--- config.mk ---
export PLATFORM = sky130hd
export DESIGN_NAME = saturn_bus_controller
export DESIGN_NICKNAME = d
export VERILOG_FILES = /design/src/rtl/saturn_bus_controller.sv
export SDC_FILE = /design/constraint.sdc
export NUM_CORES = 1
export LEC_CHECK = 0
export ABC_AREA = 0
export ABC_CLOCK_PERIOD_IN_PS = 4200
export CAP_MARGIN = 15
export CORE_MARGIN = 2
export CORE_UTILIZATION = 36
export DETAILED_ROUTE_END_ITERATION = 6
export HOLD_SLACK_MARGIN = 0.02
export PLACE_DENSITY = 0.6
export SETUP_SLACK_MARGIN = 0.2
export SYNTH_ARGS = -nofsm -noshare
export SYNTH_HDL_FRONTEND = slang
export SYNTH_SLANG_ARGS = --single-unit
--- constraint.sdc ---
create_clock -name i_clk -period 4.2 [get_ports i_clk]
set_clock_uncertainty 0.15 [all_clocks]
set_input_delay 0.63 -clock i_clk [delete_from_list [all_inputs] [get_ports i_clk]]
set_output_delay 0.63 -clock i_clk [all_outputs]
set_load 0.01 [all_outputs]
--- src/rtl/saturn_bus_controller.sv ---
`default_nettype none
// saturn_bus_controller: drains the bus program buffer onto the Saturn nibble bus, one bus cycle per
// 4-phase instruction cycle. Optional protocol checking: define SATURN_BUS_PROTOCOL_CHECK_EN.
module saturn_bus_controller #(
  parameter int ADDR_NIBBLES = 5,
  parameter int PROG_AW      = 5
) (
  input  logic               i_clk,
  input  logic               i_reset,
  input  logic               i_clk_en,
  input  logic [3:0]         i_phases,
  input  logic [PROG_AW-1:0] i_program_address,
  input  logic [4:0]         i_program_data,
  output logic [PROG_AW-1:0] o_program_address,
  input  logic               i_no_read,
  output logic [3:0]         o_nibble,
  output logic               o_bus_busy,
  output logic [3:0]         o_bus_data,
  output logic               o_bus_strobe,
  output logic               o_bus_cmd_data,
  input  logic [3:0]         i_bus_data,
  output logic               o_error
);

  localparam int CNT_W = $clog2(ADDR_NIBBLES + 1);

  // Command codes shared with saturn_def_buscmd.v
  localparam logic [3:0] BUSCMD_PC_READ = 4'h0;
  localparam logic [3:0] BUSCMD_LOAD_PC = 4'h4;
  localparam logic [3:0] BUSCMD_RESET   = 4'hF;

  typedef enum logic [1:0] {
    IDLE = 2'd0,
    SEND = 2'd1,
    READ = 2'd2,
    DONE = 2'd3
  } state_t;

  state_t             state, state_nx;
  logic [PROG_AW-1:0] rd_ptr, rd_ptr_nx;
  logic [4:0]         entry, entry_nx;
  logic               read_mode, read_mode_nx;
  logic [CNT_W-1:0]   addr_cnt, addr_cnt_nx;
  logic [3:0]         bus_data, bus_data_nx;
  logic [3:0]         nibble, nibble_nx;
  logic               bus_strobe, bus_strobe_nx;
  logic               bus_cmd_data, bus_cmd_data_nx;
  logic               bus_busy, bus_busy_nx;
  logic               queue_pending;
  logic               send_now;

  assign queue_pending = (rd_ptr != i_program_address);
  assign send_now      = i_clk_en && i_phases[1] && (state == SEND);

  always_comb begin
    state_nx        = state;
    rd_ptr_nx       = rd_ptr;
    entry_nx        = entry;
    read_mode_nx    = read_mode;
    addr_cnt_nx     = addr_cnt;
    bus_data_nx     = bus_data;
    nibble_nx       = nibble;
    bus_strobe_nx   = bus_strobe;
    bus_cmd_data_nx = bus_cmd_data;
    bus_busy_nx     = bus_busy;

    if (i_clk_en) begin
      case (state)
        IDLE, DONE: begin
          if (i_phases[0]) begin
            // Queued entries always take priority over read cycles
            if (queue_pending) begin
              entry_nx    = i_program_data;
              rd_ptr_nx   = rd_ptr + PROG_AW'(1);
              state_nx    = SEND;
              bus_busy_nx = 1'b1;
            end else if (read_mode && !i_no_read) begin
              state_nx = READ;
            end else begin
              state_nx = IDLE;
            end
          end else if (state == DONE) begin
            state_nx = IDLE;
          end
        end
        SEND: begin
          if (i_phases[1]) begin
            bus_data_nx     = entry[3:0];
            bus_cmd_data_nx = entry[4];
            bus_strobe_nx   = 1'b1;
            if (entry[4]) begin
              case (entry[3:0])
                BUSCMD_LOAD_PC: begin
                  addr_cnt_nx  = CNT_W'(ADDR_NIBBLES);
                  read_mode_nx = 1'b0;
                end
                BUSCMD_PC_READ: read_mode_nx = 1'b1;
                BUSCMD_RESET: begin
                  read_mode_nx = 1'b0;
                  addr_cnt_nx  = '0;
                end
                default: ;
              endcase
            end else if (addr_cnt != '0) begin
              addr_cnt_nx = addr_cnt - CNT_W'(1);
              if (addr_cnt == CNT_W'(1)) read_mode_nx = 1'b1;
            end
          end
          if (i_phases[3]) state_nx = DONE;
        end
        READ: begin
          if (i_phases[1]) begin
            bus_data_nx     = 4'h0;
            bus_cmd_data_nx = 1'b0;
            bus_strobe_nx   = 1'b1;
          end
          if (i_phases[2]) nibble_nx = i_bus_data;
          if (i_phases[3]) state_nx = DONE;
        end
        default: state_nx = IDLE;
      endcase

      if (i_phases[2]) bus_strobe_nx = 1'b0;
      if (i_phases[3]) bus_busy_nx = queue_pending;
    end
  end

  always_ff @(posedge i_clk) begin
    if (i_reset) begin
      state        <= IDLE;
      rd_ptr       <= '0;
      entry        <= '0;
      read_mode    <= 1'b0;
      addr_cnt     <= '0;
      bus_data     <= 4'h0;
      nibble       <= 4'h0;
      bus_strobe   <= 1'b0;
      bus_cmd_data <= 1'b0;
      bus_busy     <= 1'b0;
    end else begin
      state        <= state_nx;
      rd_ptr       <= rd_ptr_nx;
      entry        <= entry_nx;
      read_mode    <= read_mode_nx;
      addr_cnt     <= addr_cnt_nx;
      bus_data     <= bus_data_nx;
      nibble       <= nibble_nx;
      bus_strobe   <= bus_strobe_nx;
      bus_cmd_data <= bus_cmd_data_nx;
      bus_busy     <= bus_busy_nx;
    end
  end

  assign o_program_address = rd_ptr;
  assign o_nibble          = nibble;
  assign o_bus_busy        = bus_busy;
  assign o_bus_data        = bus_data;
  assign o_bus_strobe      = bus_strobe;
  assign o_bus_cmd_data    = bus_cmd_data;

`ifdef SATURN_BUS_PROTOCOL_CHECK_EN
  logic error_q;
  logic violation;

  // The offending entry is still sent; only the sticky flag records it
  always_comb begin
    violation = 1'b0;
    if (entry[4]) begin
      violation = (addr_cnt != '0) ||
                  !((entry[3:0] == BUSCMD_LOAD_PC) ||
                    (entry[3:0] == BUSCMD_PC_READ) ||
                    (entry[3:0] == BUSCMD_RESET));
    end else begin
      violation = (addr_cnt == '0);
    end
  end

  always_ff @(posedge i_clk) begin
    if (i_reset) error_q <= 1'b0;
    else if (send_now && violation) error_q <= 1'b1;
  end

`ifdef SIM
  always_ff @(posedge i_clk) begin
    if (!i_reset && send_now && violation)
      $display("saturn_bus_controller: protocol error entry=%02h rd_ptr=%0d", entry, rd_ptr);
  end
`endif

  assign o_error = error_q;
`else
  assign o_error = 1'b0;
`endif

endmodule
`default_nettype wire

==> summary by stage, run 1 <==
Floorplanning
The die span in y is 65.7 um. The die covers 4320 um^2. For this design the top-level I/O count stands at 39.

The area of the core is roughly 3700 um^2. The effective utilization at floorplan is about 37%. The die boundary width is 65.7 um. Row generation in the floorplan step produced 22 rows.

CTS
The post-CTS clock slew at the launch and capture registers of the worst setup and hold paths is about 90 ps. After clock tree synthesis, the flow added hold-fix buffers numbering 0. Counting every sink on the clock net gives 27.

For the worst-skew pair, the clock arrives at the later sink with an insertion delay of 270 ps. The H-tree depth is 1. Gates resized during post-CTS repair numbered 0. The clock tree from TritonCTS is done. Buffers inserted during clock tree synthesis total 3. The root cell of the clock tree is sky130_fd_sc_hd__clkbuf_8.

The buffers inserted during post-CTS setup optimization is 0. Counting along the longest clock path gives a buffer depth of 2.

Layout
From synthesis to final layout, the design area changed by 32.9%. After the last flow step, the layout net total stands at 219. With fillers left out, the area of the finished cells amounts to around 1800 um^2. In the final layout, the multi-input gates occupy 771 um^2. The flip-flop and latch area is 541 um^2. The number of inserted filler cells in the final layout is 341. The post-route netlist has between 5 and 6% of its cells at a drive strength greater than 1. The number of diodes added for antenna fixing is 0.

Timing
The setup-violating endpoint count in the final report is 0. The worst pin sits at a relative slew slack of 42.9%. The worst path meets setup with 1610 ps of slack. Of the available clock period, the critical path in the final layout requires 61.6%.

The highest achievable clock rate is 0.386 GHz. The number of endpoints with negative hold slack in the final report is 0. Setup repair after global routing left no endpoint under its margin. The final critical path time including I/O delays and setup is 2590 ps. The max-slew violation total from the final report was 0. The slew of the pin with the lowest slew margin is 855 ps.

For the final routed database, the setup TNS stands at 0 ps.

Synthesis
The number of warnings printed during yosys synthesis is 0. The share of synthesized area in the top cell type comes to 39.4%. The number of synthesized register bits is 27.

Of the total synthesized cell area, the portion taken by AND, OR, NAND and NOR gates is 18.4%. Counting every net in the synthesized netlist gives 183. Summing the areas of all compound-gate instances in the mapped netlist gives around 17% of the synthesized area. The share of synthesized area occupied by flip-flops and latches is between 30% and 40%. By area the synthesized netlist is led by sky130_fd_sc_hd__dfxtp_1 39%, sky130_fd_sc_hd__mux2i_1 7.3%, sky130_fd_sc_hd__ha_1 6.4%. The average size of a mapped cell is 8.91 um^2. The number of flops mapped to enable cells by yosys is 0.

The distinct cell type count of the synthesized netlist is 39. The most used flip-flop cell after synthesis is sky130_fd_sc_hd__dfxtp_1. The post-synthesis share of cell area spent on full adders, half adders and majority gates is 6.38%. Of the total synthesized cell area, the portion taken by XOR and XNOR cells is 3.19%. The cell area that synthesis handed to floorplanning was around 1400 um^2. The cell with the most instances after synthesis is sky130_fd_sc_hd__dfxtp_1.

Synthesis handed over a netlist of 154 instances. After synthesis, the largest family of logic cells by area is simple AND/OR/NAND/NOR gates. The mux contribution to synthesized area is 10.6%.

Of all cell types, the one taking the most synthesized area is sky130_fd_sc_hd__dfxtp_1. In the synthesized netlist the async set-or-reset flop fraction comes to 0%. By count the netlist is led by 27 x sky130_fd_sc_hd__dfxtp_1, 17 x sky130_fd_sc_hd__nor2_1, 16 x sky130_fd_sc_hd__nand2_1.

GRT
The first global-routing pass estimated ~5400 um of wire. Global routing finished with a remaining overflow of 0. The number of global-route vias before repair came to roughly 1200. The global-route usage over all layers is 15.9%. In the global route stage, met3 resource usage came out at between 2 and 3%. Entering global routing, the biggest net connects 26 pins.

The number of antenna violations at the first check in global routing is 0. The met2 global-route usage is approximately 28%. The global-route met1 utilization is 20.6%.

met2 is the most crowded layer.

Route
After detailed routing, the average wire length per cell comes to 13.4 um. In the routed design, unresolved DRC markers number 0. The via total after detailed routing is 1217. The number of design-rule violations left by the first detailed-router iteration is 69. The number of iterations in the first detailed-routing pass is 4. The final routed wirelength across all metal layers is 3190 um. The detail route stage leaves a number of antenna-violating nets equal to 0.

In the routed layout, each cell is associated on average with a via count of between 5 and 6.

Critical path
The worst reg-to-reg path cell count is 5. Along the worst path, the maximum fanout reaches 10. The capture instance of the worst register-to-register path is o_program_address[0]$_SDFFE_PP0P_. STA classifies the critical path endpoint as a flop. STA puts the critical path data arrival time at 2600 ps. The startpoint identified for the worst register-to-register timing path is state[0]$_SDFFE_PP0P_.

The nature of the critical path startpoint is a primary input. The type of the worst setup path is primary input to flop. The setup slack on the worst flop-to-flop path is between 1500 and 2000 ps. The required time of the critical path is 4210 ps.

Hold path
In this run the most critical hold path is launched from read_mode$_SDFFE_PP0P_. The tightest min-delay check is of the flop to flop type. Along the worst hold path, the cell count comes to 2. The worst min-delay path endpoint is read_mode$_SDFFE_PP0P_.

Placed design
The wire-length estimate of the detail-placed layout is approximately 2500 um. The port buffer count is 37. The worst slack at placement is 1340 ps. In this run the cell area measured after placement is 1780 um^2.

At the end of routability-driven placement, the weighted congestion stood at 0.784.

Pwr
The power per cell area is roughly 290 nW/um^2. The leakage component of the power is 0.702 nW. VDD sags by at most 0.231 mV.

Outcome
The run finished with clean final reports.

Flow run
The number of max-cap violations is 0.
worst max-delay path, cell delays in order:
cell,delay (ps)
sky130_fd_sc_hd__clkdlybuf4s50_1,660
sky130_fd_sc_hd__and3_1,230
sky130_fd_sc_hd__a21boi_1,710
sky130_fd_sc_hd__mux2_1,370
cell families after synthesis:
kind of cell    count (synthesis)
xor+xnor                        5
other cells                     1
compound gates                 32
fa+ha+maj                       7
flops                          27
buf+inv                        14
simple gates                   54
mux                            14
worst max-delay path by stage:
stage	startpoint	endpoint	slack [ps]	cells after the start
after global placement	i_clk_en	o_program_address[0]$_SDFFE_PP0P_	1430	4
after floorplan	i_program_address[4]	o_program_address[0]$_SDFFE_PP0P_	2340	5
after detailed placement	i_clk_en	o_program_address[0]$_SDFFE_PP0P_	1340	4
after global routing	i_clk_en	o_program_address[0]$_SDFFE_PP0P_	1570	4
final	i_clk_en	o_program_address[0]$_SDFFE_PP0P_	1610	4
after CTS	i_clk_en	o_program_address[0]$_SDFFE_PP0P_	1620	4
metrics by stage:
step / std cells / hold WS [ps] / util (%) / total power, mW
after floorplan: 154 / 289 / - / 0.337
after global placement: 233 / 326 / 48.5 / 0.377
after detailed placement: 233 / 330 / 48.5 / 0.380
after CTS: 237 / 345 / 49.8 / 0.529
after global routing: 237 / 389 / 49.8 / 0.552
final: 237 / 339 / 49.8 / 0.524
sequential cells by signal (all words and copies together), names as in the netlist:
name               flops
entry                  5
o_program_address      5
o_bus_data             4
o_nibble               4
addr_cnt               3
state                  2
o_bus_busy             1
o_bus_cmd_data         1
o_bus_strobe           1
read_mode              1
layout make-up:
class	instances	area share (%)
Clock inverter	1	0.412
Inverter	7	1.44
Timing Repair Buffer	38	20.7
Multi-Input combinational cell	113	42.2
Tap cell	48	3.29
Sequential cell	27	29.6
Clock buffer	3	2.26
metal layers:
layer / up-vias / share of wire (%) / routed length [um]
met5: - / 0 / 0
met4: 0 / 0.69 / 22
met3: 2 / 3.9 / 123
met2: 27 / 51 / 1630
met1: 569 / 44 / 1410
li1: 619 / - / -
power by group:
part / internal [mW] / switching, mW / leakage (nW)
clock: 0.0672 / 0.0828 / 0.0217
combinational: 0.0494 / 0.0479 / 0.461
sequential: 0.266 / 0.0105 / 0.219
total: 0.383 / 0.141 / 0.702
cell usage in the layout (no fill, tap or decap), types with 2 or more instances in the layout:
cell / count
sky130_fd_sc_hd__nor2_1: 17
sky130_fd_sc_hd__o211ai_1: 3
sky130_fd_sc_hd__nand2_1: 16
sky130_fd_sc_hd__a211oi_1: 3
sky130_fd_sc_hd__xnor2_1: 5
sky130_fd_sc_hd__and3_1: 2
sky130_fd_sc_hd__mux2i_1: 10
sky130_fd_sc_hd__a21oi_1: 4
sky130_fd_sc_hd__nand3_1: 5
sky130_fd_sc_hd__inv_1: 7
sky130_fd_sc_hd__nor3_1: 2
sky130_fd_sc_hd__mux2_2: 3
sky130_fd_sc_hd__dfxtp_1: 27
sky130_fd_sc_hd__nand4_1: 3
sky130_fd_sc_hd__a22oi_1: 5
sky130_fd_sc_hd__clkbuf_8: 3
sky130_fd_sc_hd__o21ai_0: 3
sky130_fd_sc_hd__clkdlybuf4s50_1: 37
sky130_fd_sc_hd__and2_1: 2
sky130_fd_sc_hd__ha_1: 7
sky130_fd_sc_hd__nor2b_1: 5
sky130_fd_sc_hd__o31ai_1: 2
(Power assumes the default switching activity.)
==> run 2, diff against run 1 <==
--- a/config.mk
+++ b/config.mk
@@ -6,13 +6,13 @@
 export NUM_CORES = 1
 export LEC_CHECK = 0
 export ABC_AREA = 0
-export ABC_CLOCK_PERIOD_IN_PS = 4200
+export ABC_CLOCK_PERIOD_IN_PS = 2100
 export CAP_MARGIN = 15
 export CORE_MARGIN = 2
 export CORE_UTILIZATION = 36
 export DETAILED_ROUTE_END_ITERATION = 6
 export HOLD_SLACK_MARGIN = 0.02
-export PLACE_DENSITY = 0.6
+export PLACE_DENSITY = 0.63
 export SETUP_SLACK_MARGIN = 0.2
 export SYNTH_ARGS = -nofsm -noshare
 export SYNTH_HDL_FRONTEND = slang
==> constraint.sdc (replaced) <==
create_clock -name i_clk -period 2.1 [get_ports i_clk]
set_clock_uncertainty 0.15 [all_clocks]
set_input_delay 0.315 -clock i_clk [delete_from_list [all_inputs] [get_ports i_clk]]
set_output_delay 0.315 -clock i_clk [all_outputs]
set_load 0.01 [all_outputs]
==> run 2 against run 1 <==
Die area stayed put. Non-clock buffer count is 2 higher. Core utilization is 0.96 points higher. Combinational power is 110% higher. Sequential cell count stayed put. Global-route usage is 0.89 points lower. Wire length is 1.1% lower. Worst setup slack worse by 1300 ps. Sequential power is 100% higher. Critical path type is now flop to flop.
==> summary by stage, run 2 (synthesized netlist as in run 1, its figures left out) <==
Outcome
The flow ran to the end, and the final reports show no timing, DRC or antenna violations.

Route
The average routed wire per standard cell is 13.2 um. The average vias per placed instance is 5.10. The final antenna-violating net count is 0. The via total after detailed routing is 1219. The number of design-rule violations left by the first detailed-router iteration is 35. The number of iterations in the first detailed-routing pass is 4. The DRC violation count after routing is 0. The routed design has 3150 um of wire.

Timing
The period utilization is between 80% and 90%. The worst path meets setup with 302 ps of slack. Setup repair after global routing left no endpoint under its margin. Final hold analysis gives a worst-case slack of ~330 ps.

Setup violations remaining at the end of the flow were counted as 0. Static timing analysis puts the maximum clock frequency at between 0.5 and 0.6 GHz. The number of endpoints with negative hold slack in the final report came to 0.

Subtracting the final worst setup slack from the clock period gives around 1800 ps. The max-slew violation total from the final report is 0.

Floorplanning
The die is roughly 66 um tall. The die boundary width is 65.7 um. The die outline area is 4320 um^2.

The effective utilization at floorplan is 37.5%. The total area inside the core boundary comes to 3660 um^2. The number of rows created at floorplan is 22. The boundary pin count is 39.

CTS
TritonCTS built the clock tree. The cell sitting at the root of the clock tree is a sky130_fd_sc_hd__clkbuf_8. Hold repair after CTS inserted 0 buffers. Counting the buffers created by CTS gives 3. Counting every sink on the clock net gives 27. In this run the deepest clock path goes through 2 buffers. The buffers inserted during post-CTS setup optimization is 0. The clock reaches the later pin of the worst-skew pair after 270 ps.

CTS built an H-tree with a depth of 1. Clock-pin slew was measured on the worst setup and hold paths at 90 ps.

Layout
The repair_antennas step left the layout with diodes totalling 0. Compared with the post-synthesis result, the final layout area differs by 35.5%. The library cells used most frequently in the layout, excluding fill and tap cells, are 37 x sky130_fd_sc_hd__clkdlybuf4s50_1, 26 x sky130_fd_sc_hd__dfxtp_1, 17 x sky130_fd_sc_hd__nor2_1. Counting the fill cells in the layout gives ~340. The most common cell after layout, fill and taps aside is sky130_fd_sc_hd__clkdlybuf4s50_1. The final net count is 221.

In the final layout, the share of cells above drive strength 1 is 8.90%.

Critical path
At the worst endpoint, the arrival time is 1850 ps. Of all nets on the critical path, the largest fanout is 6. The critical path capture point type is a flop.

The type of the worst setup path is flop to flop. For this design, the slowest cell found on the critical path is sky130_fd_sc_hd__ha_2. The nature of the critical path startpoint is a flop. Traced cell by cell, the critical path runs through inv_1, ha_2, and3_1, a21boi_4, buf_4, mux2i_1.

STA puts the critical path data required time at 2150 ps. The highest cell delay on the worst timing path is 370 ps.

Pwr
For this design the ratio of total power to cell area is 563 nW/um^2. The internal cell power is 0.775 mW. The portion of total power attributed to sequential cells is 52.9%. Summed over all cells, the static leakage comes to 0.716 nW. The largest vdd supply drop is 0.383 mV. The switching part of the total power is 26.0%.

In this run the power spent charging and discharging nets is roughly 0.27 mW. The logic gate share of total power is 19.6%. The clock network accounts for between 20 and 30% of the total power.

Placed design
At the end of routability-driven placement, the weighted congestion stood at roughly 0.93. The port buffer count is 37. Timing analysis after detailed placement gives a worst setup slack of -10.1 ps.

The total half-perimeter wirelength after legalization and detailed placement is 2420 um.

GRT
The number of global-route vias before repair is 1137. Entering global routing, the biggest net connects 25 pins. The number of antenna violations at the first check in global routing is 0. The aggregate global routing overflow is 0. The global-route wire length before repair is 5130 um. In the global route stage, overall resource usage came out at 15.1%.

Flow run
The number of max-cap violations is 0.

Hold path
The worst min-delay path category is flop to flop.
[run 2: per-layer routing]
metal,up-vias,wire length (um),track usage [%]
met3,4,117,3.77
met1,573,1490,20.4
met2,21,1520,24.1
met4,0,31,3.13
li1,621,-,-
met5,-,0,0
[run 2: final cells by class]
cell class              instances  area [um^2]  area share [%]
multi-input cells             113          793            42.7
flip-flops and latches         27          542            29.1
repair buffers                 40          393            21.1
well taps                      48         60.1            3.23
clock buffers                   4         45.0            2.42
inverters                       7         26.3            1.41
[run 2: critical path, delay by kind of cell (launching register included)]
family	cells	cell delay, ps
fa+ha+maj	1	370
flops	1	360
buf+inv	2	250
compound gates	1	210
simple gates	1	200
mux	1	190
[run 2: per-stage QoR]
step	cell area (um^2)	cells	TNS, ps	util, %	power (mW)
after global routing	1860	239	0	50.8	1.10
after global placement	1790	235	0	48.9	0.758
after floorplan	1370	154	0	-	0.675
after CTS	1840	239	0	50.2	1.06
after detailed placement	1790	235	-10.1	48.9	0.764
final	1860	239	0	50.8	1.05
[run 2: power by group through the flow]
stage          logic [mW]  registers (mW)  clock network [mW]
6_report            0.205           0.555               0.288
3_3_place_gp        0.193           0.565                   0
5_1_grt             0.225           0.558               0.320
3_5_place_dp        0.198           0.566                   0
2_1_floorplan       0.112           0.563                   0
4_1_cts             0.200           0.554               0.301
[run 2: final timing paths]
check / start / end / slack [ps] / cells past startpoint
worst max-delay path: state[0]$_SDFFE_PP0P_ / entry[3]$_SDFFE_PP0P_ / 300 / 6
worst min-delay path: read_mode$_SDFFE_PP0P_ / read_mode$_SDFFE_PP0P_ / 330 / 2
worst max register to register: state[0]$_SDFFE_PP0P_ / entry[3]$_SDFFE_PP0P_ / 300 / 6
worst min register to register: read_mode$_SDFFE_PP0P_ / read_mode$_SDFFE_PP0P_ / 330 / 2
[run 2: repair_timing]
item	4_1_cts	5_1_grt
pin swaps	0	0
hold endpoints to repair	0	0
resized for setup	1	6
endpoints found under the setup margin	7	12
==> run 3, diff against run 2 <==
--- a/config.mk
+++ b/config.mk
@@ -13,6 +13,7 @@
 export DETAILED_ROUTE_END_ITERATION = 6
 export HOLD_SLACK_MARGIN = 0.02
 export PLACE_DENSITY = 0.63
+export RECOVER_POWER = 50
 export SETUP_SLACK_MARGIN = 0.2
 export SYNTH_ARGS = -nofsm -noshare
 export SYNTH_HDL_FRONTEND = slang
==> run 3 against run 2 <==
Sequential power is essentially flat. Maximum frequency shrank 3.1%. Critical endpoint unchanged. Register-to-register slack got worse by 60 ps. Via count hardly changed. Wire length hardly changed. Final area down 0.40%. Cell count unchanged. Die area is the same.
==> summary by stage, run 3 (synthesized netlist as in run 1, its figures left out) <==
Placed design
The global placement routability congestion is slightly above 0.9. The total half-perimeter wirelength after legalization and detailed placement is 2420 um. The port buffer count is 37. The cell area after placement is around 1800 um^2. The number of placed instances, taps included, is around 240.

Timing
Setup repair after global routing left no endpoint under its margin. Of the available clock period, the critical path in the final layout requires 88.4%. The setup-violating endpoint count in the final report is 0. The highest achievable clock rate is between 0.5 and 0.6 GHz. Setup total negative slack on the finished layout was measured at 0 ps. The max-slew violation total from the final report is 0. The number of endpoints with negative hold slack in the final report was 0. The final critical path time including I/O delays and setup is ~1900 ps.

Flow run
The number of max-cap violations is 0.

Critical path
The critical path capture point type is a flop. The type of the worst setup path is flop to flop. The nature of the critical path startpoint is a flop. The critical path data arrival time is 1910 ps. STA puts the critical path data required time at ~2200 ps. The top fanout value on the critical path is 6.

Layout
The number of antenna diodes in the final layout is 0. The most common cell after layout, fill and taps aside is sky130_fd_sc_hd__dfxtp_1. Compared with the post-synthesis result, the final layout area differs by 34.9%. Of the cells placed in the final design, the portion with a size suffix greater than 1 is 7.33%. The final cell count without fillers is 239.

Cells fill 50.6% of the core in the end. After routing the design area is 1850 um^2. The final net count is 221. In the layout the commonest cells are 27 x sky130_fd_sc_hd__dfxtp_1, 25 x sky130_fd_sc_hd__clkdlybuf4s50_1, 17 x sky130_fd_sc_hd__nor2_1.

Floorplanning
The die covers 4320 um^2. The die is 65.7 um tall. The area of the core is 3660 um^2. Pin placement for this block handled 39 I/O pins.

The initialized floorplan defines 22 standard-cell rows. Once the floorplan was initialized, standard cells occupied 37.5% of the core. The die boundary width is 65.7 um.

Route
The number of iterations in the first detailed-routing pass is 4. The final antenna-violating net count is 0. After detailed routing, the number of vias per cell comes to 5.10.

The number of design-rule violations left by the first detailed-router iteration is 36. The final layout contains routed wiring with a total length of between 3000 and 4000 um. In the final routed layout, each cell accounts on average for 13.2 um. After detailed routing, the number of remaining DRC violations is 0. The routed layout has 1220 vias.

Pwr
In this run the power density over the cells is 563 nW/um^2. The leakage component of the power is 0.751 nW. The largest vdd supply drop is 0.383 mV.

CTS
The H-tree depth is 1. The clock tree from TritonCTS is done. For the worst-skew pair, the clock arrives at the later sink with an insertion delay of 270 ps. The maximum clock insertion buffer count is 2. The post-CTS clock slew at the launch and capture registers of the worst setup and hold paths is 90 ps.

Clock tree synthesis found a total of 27 sinks. The root cell of the clock tree is sky130_fd_sc_hd__clkbuf_8. The clock buffer count from CTS is 3.

GRT
For this run the aggregate overflow at the end of global routing stands at 0. The first global-routing pass estimated approximately 5000 um of wire. The number of global-route vias before repair is approximately 1100.

In the global route stage, overall resource usage came out at 15.1%. The number of antenna violations at the first check in global routing is 0. The pin count of the biggest net entering global routing is 25.

Outcome
The run finished with clean final reports.

Hold path
The worst min-delay path category is flop to flop.
## run 3: report_power, final
group	internal [mW]	leakage, nW	total [mW]	switching (mW)
Combinational	0.101	0.509	0.200	0.0988
Sequential	0.532	0.219	0.554	0.0211
Clock	0.136	0.0228	0.289	0.153
## run 3: area by class of cell
cell class / count / area [um^2]
inverters: 7 / 26.3
fillers: 345 / 1810
clock buffers: 4 / 45.0
repair buffers: 40 / 389
multi-input cells: 113 / 791
flip-flops and latches: 27 / 541
well taps: 48 / 60.1
## run 3: metrics by stage
step                hold slack [ps]  worst slack [ps]  power, mW
floorplan                       265               302      0.675
global placement                317              34.6      0.758
detailed placement              320             -10.1      0.764
CTS                             334               202       1.06
global route                    362               125       1.10
finish                          332               244       1.04
## run 3: worst paths after layout
check	start	to	slack, ps	cells past startpoint
hold reg to reg	read_mode$_SDFFE_PP0P_	read_mode$_SDFFE_PP0P_	330	2
setup reg to reg	state[0]$_SDFFE_PP0P_	entry[3]$_SDFFE_PP0P_	240	6
setup / recovery	state[0]$_SDFFE_PP0P_	entry[3]$_SDFFE_PP0P_	240	6
hold / removal	read_mode$_SDFFE_PP0P_	read_mode$_SDFFE_PP0P_	330	2
## run 3: worst max-delay path, stage by stage, from the launching register on
cell and delay, ps:
sky130_fd_sc_hd__dfxtp_1 380, sky130_fd_sc_hd__inv_1 80, sky130_fd_sc_hd__ha_1 380, sky130_fd_sc_hd__and3_1 220
sky130_fd_sc_hd__a21boi_4 210, sky130_fd_sc_hd__buf_4 190, sky130_fd_sc_hd__mux2i_1 190
## run 3: what timing repair did
action | in CTS | in global routing
hold buffers | 0 | 0
gates resized for setup | 1 | 6
endpoints found under the setup margin | 7 | 12
setup buffers | 0 | 0
## run 3: routing by layer
layer / wire (um) / up-vias / track usage, %
met3: 117 / 4 / 3.77
met4: 31 / 0 / 3.13
met5: 0 / - / 0
met1: 1480 / 574 / 20.4
li1: - / 621 / -
met2: 1520 / 21 / 24.1
